`config.mk`:
```
export PLATFORM = sky130hd
export DESIGN_NAME = cmos_frame_writer_flat
export DESIGN_NICKNAME = d
export VERILOG_FILES = /design/src/rtl/cmos_frame_writer_pkg.sv /design/src/rtl/cmos_frame_writer_if.sv /design/src/rtl/cmos_frame_writer_fps_meter.sv /design/src/rtl/cmos_frame_writer.sv /design/src/flat_wrapper.sv
export SDC_FILE = /design/constraint.sdc
export NUM_CORES = 1
export LEC_CHECK = 0
export ABC_AREA = 1
export CAP_MARGIN = 10
export CORE_ASPECT_RATIO = 0.7
export CORE_UTILIZATION = 30
export CTS_BUF_LIST = sky130_fd_sc_hd__clkbuf_16
export DETAILED_ROUTE_END_ITERATION = 10
export PLACE_DENSITY = 0.51
export SYNTH_ARGS = -nofsm -noshare
export SYNTH_HDL_FRONTEND = slang
export SYNTH_HIERARCHICAL = 1
export SYNTH_SLANG_ARGS = --single-unit
```
`constraint.sdc`:
```
create_clock -name iCLK -period 5.8 [get_ports iCLK]
set_clock_uncertainty 0.1 [all_clocks]
set_input_delay 1.16 -clock iCLK [delete_from_list [all_inputs] [get_ports iCLK]]
set_output_delay 1.16 -clock iCLK [all_outputs]
set_load 0.05 [all_outputs]
```
`src/rtl/cmos_frame_writer_pkg.sv`:
```
// cmos_pkg: shared types, default geometry and counter-width helpers for
// the CMOS frame writer slice.
package cmos_pkg;

    // Frame writer FSM states
    typedef enum logic [1:0] {
        IDLE     = 2'd0,
        WAIT_SOF = 2'd1,
        ACTIVE   = 2'd2,
        DROP     = 2'd3
    } cmos_state_e;

    // Default geometry and pixel width
    localparam int H_DISP_DEF = 640;
    localparam int V_DISP_DEF = 480;
    localparam int DW_DEF     = 16;

    // Width of the pixel-in-line counter: must hold the value H_DISP
    function automatic int x_cnt_w(input int h_disp);
        return (h_disp < 1) ? 1 : $clog2(h_disp + 1);
    endfunction

    // Width of the line-in-frame counter: must hold the value V_DISP
    function automatic int y_cnt_w(input int v_disp);
        return (v_disp < 1) ? 1 : $clog2(v_disp + 1);
    endfunction

endpackage

```
`src/rtl/cmos_frame_writer_if.sv`:
```
// SDRAM write-FIFO side of the CMOS frame writer: write strobe, data,
// base-address reload pulse and the FIFO full back-pressure flag.
interface cmos_frame_writer_if
    import cmos_pkg::*;
#(
    parameter int DW = DW_DEF
);
    logic          oWR_EN;
    logic [DW-1:0] oWR_DATA;
    logic          oWR_LOAD;
    logic          iWR_FULL;

    modport master (
        output oWR_EN,
        output oWR_DATA,
        output oWR_LOAD,
        input  iWR_FULL
    );

    modport slave (
        input  oWR_EN,
        input  oWR_DATA,
        input  oWR_LOAD,
        output iWR_FULL
    );
endinterface

```
`src/rtl/cmos_frame_writer_fps_meter.sv`:
```
// cmos_fps_meter: counts good-frame pulses over a one-second window of
// CLK_HZ cycles and publishes the count (saturated at 255) at window end.
module cmos_fps_meter #(
    parameter int CLK_HZ = 24_000_000
) (
    input  logic       iCLK,
    input  logic       iRST_N,
    input  logic       iFRAME_DONE,
    output logic [7:0] oFPS
);
    localparam int WW = (CLK_HZ > 1) ? $clog2(CLK_HZ) : 1;
    localparam logic [WW-1:0] WIN_END = WW'(CLK_HZ - 1);

    logic [WW-1:0] win_r;
    logic [7:0]    cnt_r;
    logic [7:0]    cnt_inc_s;

    // Saturating frame count including this cycle's pulse
    always_comb begin
        if (iFRAME_DONE && (cnt_r != 8'hFF)) begin
            cnt_inc_s = cnt_r + 8'd1;
        end else begin
            cnt_inc_s = cnt_r;
        end
    end

    // One-second window: publish the count at the last cycle and restart
    always_ff @(posedge iCLK or negedge iRST_N) begin
        if (!iRST_N) begin
            win_r <= {WW{1'b0}};
            cnt_r <= 8'd0;
            oFPS  <= 8'd0;
        end else if (win_r == WIN_END) begin
            win_r <= {WW{1'b0}};
            cnt_r <= 8'd0;
            oFPS  <= cnt_inc_s;
        end else begin
            win_r <= win_r + WW'(1);
            cnt_r <= cnt_inc_s;
        end
    end
endmodule

```
`src/rtl/cmos_frame_writer.sv`:
```
// cmos_frame_writer: forwards only complete, aligned RGB565 frames from the
// CMOS capture stream into the SDRAM write FIFO. Counts X/Y against the
// configured geometry, flags short/long lines, bad frames and FIFO overflow.
// Optional FPS meter is built when CMOS_FPS_EN is defined.
module cmos_frame_writer
    import cmos_pkg::*;
#(
    parameter int H_DISP = H_DISP_DEF,
    parameter int V_DISP = V_DISP_DEF,
    parameter int DW     = DW_DEF,
    parameter int CLK_HZ = 24_000_000
) (
    input  logic                iCLK,
    input  logic                iRST_N,
    input  logic [DW-1:0]       iPIX_DATA,
    input  logic                iPIX_VLD,
    input  logic                iHREF,
    input  logic                iFRAME_VLD,
    input  logic                iERR_CLR,
    cmos_frame_writer_if.master wr,
    output logic                oFRAME_DONE,
    output logic                oFRAME_ERR,
    output logic                oLINE_ERR,
    output logic                oOVF,
    output logic [7:0]          oFPS
);
    localparam int XW = x_cnt_w(H_DISP);
    localparam int YW = y_cnt_w(V_DISP);
    localparam logic [XW-1:0] X_MAX = XW'(H_DISP);
    localparam logic [YW-1:0] Y_MAX = YW'(V_DISP);

    cmos_state_e   state_r;
    logic          href_r;
    logic          fvld_r;
    logic [XW-1:0] x_cnt_r;
    logic [YW-1:0] y_cnt_r;
    logic          line_long_r;   // more than H_DISP pixels seen on this line
    logic          bad_r;         // current frame already known to be bad

    logic          href_fall_s;
    logic          fvld_rise_s;
    logic          fvld_fall_s;
    logic          in_frame_s;
    logic          active_s;
    logic          ovf_evt_s;
    logic          wr_s;
    logic [XW-1:0] x_after_s;
    logic          long_after_s;
    logic          line_end_s;
    logic          line_err_evt_s;
    logic          extra_line_s;
    logic [YW-1:0] y_after_s;
    logic          bad_after_s;
    logic          frame_end_s;
    logic          frame_good_s;

    // Edge detection, pixel counting and line/frame verdicts for this cycle.
    // A pixel arriving with the HREF fall is counted before the line check,
    // and the line check feeds the frame verdict of the same cycle.
    always_comb begin
        href_fall_s  = href_r & ~iHREF;
        fvld_rise_s  = ~fvld_r & iFRAME_VLD;
        fvld_fall_s  = fvld_r & ~iFRAME_VLD;
        in_frame_s   = (state_r == ACTIVE) || (state_r == DROP);
        active_s     = (state_r == ACTIVE);
        ovf_evt_s    = active_s & iPIX_VLD & wr.iWR_FULL;
        wr_s         = active_s & iPIX_VLD & ~wr.iWR_FULL &
                       (x_cnt_r < X_MAX) & (y_cnt_r < Y_MAX);
        x_after_s    = x_cnt_r;
        long_after_s = line_long_r;
        if (in_frame_s && iPIX_VLD) begin
            if (x_cnt_r == X_MAX) begin
                long_after_s = 1'b1;
            end else begin
                x_after_s = x_cnt_r + XW'(1);
            end
        end else begin
            x_after_s = x_cnt_r;
        end
        line_end_s     = in_frame_s & href_fall_s;
        line_err_evt_s = line_end_s & ((x_after_s != X_MAX) | long_after_s);
        extra_line_s   = line_end_s & (y_cnt_r == Y_MAX);
        if (line_end_s && (y_cnt_r != Y_MAX)) begin
            y_after_s = y_cnt_r + YW'(1);
        end else begin
            y_after_s = y_cnt_r;
        end
        bad_after_s  = bad_r | line_err_evt_s | ovf_evt_s | extra_line_s;
        frame_end_s  = in_frame_s & fvld_fall_s;
        frame_good_s = (y_after_s == Y_MAX) & ~bad_after_s;
    end

    // Frame FSM, counters, FIFO write port and status outputs
    always_ff @(posedge iCLK or negedge iRST_N) begin
        if (!iRST_N) begin
            state_r     <= IDLE;
            href_r      <= 1'b0;
            fvld_r      <= 1'b0;
            x_cnt_r     <= {XW{1'b0}};
            y_cnt_r     <= {YW{1'b0}};
            line_long_r <= 1'b0;
            bad_r       <= 1'b0;
            wr.oWR_EN   <= 1'b0;
            wr.oWR_DATA <= {DW{1'b0}};
            wr.oWR_LOAD <= 1'b0;
            oFRAME_DONE <= 1'b0;
            oFRAME_ERR  <= 1'b0;
            oLINE_ERR   <= 1'b0;
            oOVF        <= 1'b0;
        end else begin
            href_r      <= iHREF;
            fvld_r      <= iFRAME_VLD;
            wr.oWR_EN   <= wr_s;
            wr.oWR_LOAD <= 1'b0;
            oFRAME_DONE <= 1'b0;
            oFRAME_ERR  <= 1'b0;
            if (wr_s) begin
                wr.oWR_DATA <= iPIX_DATA;
            end
            // A new error beats a clear in the same cycle
            if (line_err_evt_s) begin
                oLINE_ERR <= 1'b1;
            end else if (iERR_CLR) begin
                oLINE_ERR <= 1'b0;
            end
            if (ovf_evt_s) begin
                oOVF <= 1'b1;
            end else if (iERR_CLR) begin
                oOVF <= 1'b0;
            end
            case (state_r)
                IDLE: begin
                    // Never start mid-frame: wait for vertical blank first
                    if (!iFRAME_VLD) begin
                        state_r <= WAIT_SOF;
                    end
                end
                WAIT_SOF: begin
                    if (fvld_rise_s) begin
                        state_r     <= ACTIVE;
                        wr.oWR_LOAD <= 1'b1;
                        x_cnt_r     <= {XW{1'b0}};
                        y_cnt_r     <= {YW{1'b0}};
                        line_long_r <= 1'b0;
                        bad_r       <= 1'b0;
                    end
                end
                ACTIVE, DROP: begin
                    x_cnt_r     <= line_end_s ? {XW{1'b0}} : x_after_s;
                    line_long_r <= line_end_s ? 1'b0 : long_after_s;
                    y_cnt_r     <= y_after_s;
                    bad_r       <= bad_after_s;
                    if (frame_end_s) begin
                        state_r <= WAIT_SOF;
                        if (frame_good_s) begin
                            oFRAME_DONE <= 1'b1;
                        end else begin
                            oFRAME_ERR <= 1'b1;
                        end
                    end else if (ovf_evt_s) begin
                        state_r <= DROP;
                    end
                end
                default: begin
                    state_r <= IDLE;
                end
            endcase
        end
    end

`ifdef CMOS_FPS_EN
    cmos_fps_meter #(
        .CLK_HZ (CLK_HZ)
    ) u_fps_meter (
        .iCLK        (iCLK),
        .iRST_N      (iRST_N),
        .iFRAME_DONE (oFRAME_DONE),
        .oFPS        (oFPS)
    );
`else
    assign oFPS = 8'd0;
    // CLK_HZ only sizes the FPS window; without the meter nothing is built
    if (CLK_HZ > 0) begin : g_no_fps_meter
    end
`endif

endmodule

```
`src/flat_wrapper.sv`:
```
// flat-port wrapper written by rule: the top's interface ports become plain ports
module cmos_frame_writer_flat import cmos_pkg::*;
#(
    parameter int H_DISP = H_DISP_DEF,
    parameter int V_DISP = V_DISP_DEF,
    parameter int DW     = DW_DEF,
    parameter int CLK_HZ = 24_000_000
)
  (iCLK, iRST_N, iPIX_DATA, iPIX_VLD, iHREF, iFRAME_VLD, iERR_CLR, oFRAME_DONE, oFRAME_ERR, oLINE_ERR, oOVF, oFPS, wr_oWR_EN, wr_oWR_DATA, wr_oWR_LOAD, wr_iWR_FULL);
  cmos_frame_writer_if #(.DW(DW)) wr_i ();
  input  logic iCLK;
  input  logic iRST_N;
  input  logic [DW-1:0] iPIX_DATA;
  input  logic iPIX_VLD;
  input  logic iHREF;
  input  logic iFRAME_VLD;
  input  logic iERR_CLR;
  output logic oFRAME_DONE;
  output logic oFRAME_ERR;
  output logic oLINE_ERR;
  output logic oOVF;
  output logic [7:0] oFPS;
  output wire logic [$bits(wr_i.oWR_EN)-1:0] wr_oWR_EN;
  output wire logic [$bits(wr_i.oWR_DATA)-1:0] wr_oWR_DATA;
  output wire logic [$bits(wr_i.oWR_LOAD)-1:0] wr_oWR_LOAD;
  input wire logic [$bits(wr_i.iWR_FULL)-1:0] wr_iWR_FULL;
  assign wr_oWR_EN = wr_i.oWR_EN;
  assign wr_oWR_DATA = wr_i.oWR_DATA;
  assign wr_oWR_LOAD = wr_i.oWR_LOAD;
  assign wr_i.iWR_FULL = wr_iWR_FULL;
  cmos_frame_writer #(.H_DISP(H_DISP), .V_DISP(V_DISP), .DW(DW), .CLK_HZ(CLK_HZ)) u_core (.iCLK(iCLK), .iRST_N(iRST_N), .iPIX_DATA(iPIX_DATA), .iPIX_VLD(iPIX_VLD), .iHREF(iHREF), .iFRAME_VLD(iFRAME_VLD), .iERR_CLR(iERR_CLR), .wr(wr_i), .oFRAME_DONE(oFRAME_DONE), .oFRAME_ERR(oFRAME_ERR), .oLINE_ERR(oLINE_ERR), .oOVF(oOVF), .oFPS(oFPS));
endmodule
```
==> run_results.csv <==
group,metric,value,unit
final_layout,multi_input_area,1190,um^2
sta,tns,0,ns
grt,grt_pass1_vias,2128,
grt,antenna_found_initial,0,
sta,tightest_slew,0.590,ns
final_layout,fillers,864,
yosys,synth-xor-area-share,2.69,%
clock_network,htree_num_levels,2,
clock_network,clk_latency,0.29,ns
floorplan,dieArea,9070,um^2
final_layout,synthToLayoutAreaGrowth,26.4,%
clock_network,clock_tree.root_cell,"clkbuf_16",
min_path,min_path_type,"reg -> reg",
final_layout,drive_above_1_share,4.00,%
yosys,async_reset_ff_share,100,%
clock_network,cts_sinks,47,
final_layout,nets,426,
yosys,syn_avg_cell_area,7.34,um^2
yosys,synth-simple-area-share,30.8,%
yosys,syn_inst,355,
yosys,yosysTopAreaCellShare,45.1,%
critical_path,worstRegToRegCells,8,
routing,ant_nets,0,
routing,drc,0,
yosys,muxShareOfSynthArea,0,%
yosys,post_synth_fa_ha_maj_area_fraction,1.92,%
sta,setup_viol,0,
floorplan,start_util,30.9,%
clock_network,cts_resized,0,
final_layout,final_area,3290,um^2
power,powerDensity,521,nW/um^2
sta,period_share,54.9,%
place,dpl.hpwl,4680,um
sta,grt_setup_unrepaired,"no",
clock_network,cts_hold_buf,0,
critical_path,arrival,3.27,ns
critical_path,regToRegSetupSlack,3.50,ns
clock_network,clock_path_buffers,2,
critical_path,crit_fanout,19,
final_layout,regArea,1180,um^2
floorplan,rows,28,
flow_run,max_cap_viol_count,0,
place,dpl_cell_area,3120,um^2
sta,period_needed,3.19,ns
yosys,ys_ff_latch,47,
sta,holdWs,0.382,ns
sta,slew_headroom,60.5,%
min_path,hold_depth,2,
yosys,yosysWarnings,6,
sta,hold_viol_final,0,
grt,grt_max_degree,48,
critical_path,critical_path_class,"in -> reg",
clock_network,numCtsBuffers,5,
yosys,yosysUniqueCellTypes,31,
clock_network,cts_tree,"built",
sta,max_freq,0.314,GHz
routing,drtIter0Drc,136,
yosys,ys.flop_type,"dfrtp_1",
clock_network,clk_pin_slew_worst_paths,0.07,ns
critical_path,start_kind,"input pin",
grt,grt_pass1_wl,10500,um
grt,grt.total_usage,15.0,%
place,routabilityCongestion,0.813,
final_layout,diodes,0,
yosys,ys_top_cells_by_area,"dfrtp_1 (45%), nand2_1 (19%), inv_1 (5.9%), nor2_1 (4.5%), nand3_1 (3.7%)",
routing,vias,2344,
critical_path,cp-end-kind,"register",
routing,wirelength,6320,um
power,peakVddDrop,0.151,mV
yosys,ys_seq_area_share,45.1,%
power,p_leak,1.63,nW
yosys,synth-compound-area-share,8.93,%
sta,finalMaxSlewViolations,0,
floorplan,die_h,80.0,um
routing,via_per_inst,4.51,
place,port_buffers,44,
yosys,yosysTopAreaCell,"dfrtp_1",
floorplan,io_pins,53,
floorplan,fp.dieW,113,um
floorplan,core,8440,um^2
yosys,synth_edf_count,0,
run_status,status,"finished, final reports clean",
power,total_power,1.71,mW
routing,dr.pass1.iters,4,
clock_network,postCtsSetupBuffers,0,
critical_path,worstPathRequired,5.88,ns
grt,gr-total-overflow,0,
yosys,synth_area,2600,um^2
yosys,synth_top_family_by_area,"simple AND/OR/NAND/NOR gates",
routing,wl_per_cell,12.2,um
## logic make-up after synthesis
logic type      count (synthesis)
simple gates                  196
other cells                     1
fa+ha+maj                       4
buf+inv                        59
xor+xnor                        8
flops                          47
compound gates                 40
## critical path: stages
cell and delay [ns]:
clkdlybuf4s50_1 0.44, inv_1 0.11, nor3_1 0.05, nor2_1 0.21, clkinv_1 0.54, a21oi_1 0.38, a21o_1 0.14, a21oi_1 0.06
a21o_1 0.17
## layout make-up
type / instances / area share (%)
flip-flops and latches: 47 / 35.7
clock buffers: 5 / 3.80
well taps: 120 / 4.56
inverters: 44 / 5.02
clock inverters: 3 / 1.41
multi-input cells: 256 / 36.0
repair buffers: 45 / 13.5
## registers in the layout, summed over array words and instances, names as in the netlist
register / cells
u_core/state_r: 2
u_core/href_r: 1
u_core/oFRAME_ERR: 1
u_core/oLINE_ERR: 1
u_core/oOVF: 1
u_core/line_long_r: 1
u_core/wr.oWR_LOAD: 1
u_core/wr.oWR_EN: 1
u_core/bad_r: 1
u_core/x_cnt_r: 10
u_core/wr.oWR_DATA: 16
u_core/oFRAME_DONE: 1
u_core/y_cnt_r: 9
u_core/fvld_r: 1
## layout by cell type, fill, tap and decap left out, drive strengths merged
master	count
clkinv	2
xor2	8
bufinv	1
dfrtp	47
conb	8
a21o	2
o22ai	15
clkdlybuf4s50	43
nand3	19
clkbuf	5
nor3	3
a21oi	7
inv	43
a22o	1
buf	2
o21ai	13
nor4	1
clkinvlp	1
nor2	33
nand2	135
nand4	3
nand3b	1
o211ai	1
nor3b	1
ha	4
o21bai	1
## per-layer routing
metal | share of wire, % | wire length, um | GRT usage [%]
met4 | 0.84 | 53 | 4.61
met2 | 38 | 2410 | 19.8
met1 | 56 | 3520 | 23.6
met3 | 5.4 | 343 | 3.26
met5 | 0 | 0 | 0
## path summary, 6_finish.rpt
check	start	end
min in group asynchronous	iRST_N	u_core/wr.oWR_EN$_DFF_PN0_
max in group asynchronous	iRST_N	u_core/y_cnt_r[7]$_DFFE_PN0P_
setup / recovery	iFRAME_VLD	u_core/state_r[0]$_DFFE_PN0P_
hold reg to reg	u_core/wr.oWR_DATA[9]$_DFFE_PN0P_	u_core/wr.oWR_DATA[9]$_DFFE_PN0P_
hold / removal	u_core/wr.oWR_DATA[9]$_DFFE_PN0P_	u_core/wr.oWR_DATA[9]$_DFFE_PN0P_
setup reg to reg	u_core/state_r[0]$_DFFE_PN0P_	u_core/state_r[0]$_DFFE_PN0P_
## synth_stat cells (3+ instances only)
cell type,n
nor3_1,3
buf_4,8
clkbuf_1,3
o22ai_1,15
o21ai_0,11
xor2_1,8
a21oi_1,7
dfrtp_1,47
nand3_1,19
nor2_1,31
inv_1,41
nand2_1,132
ha_1,4
nand4_1,3
## metrics by stage
stage / instances / utilization, % / setup slack [ns]
floorplan: 362 / - / 3.41
global placement: 512 / 37.0 / 2.41
detailed placement: 512 / 37.0 / 2.34
CTS: 520 / 39.0 / 2.65
global route: 520 / 39.0 / 2.32
finish: 520 / 39.0 / 2.61
## report_power, final
part | total (mW) | switching [mW] | internal (mW)
Clock | 0.334 | 0.129 | 0.205
Combinational | 0.829 | 0.557 | 0.272
Sequential | 0.552 | 0.106 | 0.446
Note: power is estimated with default switching activity, not from simulation.
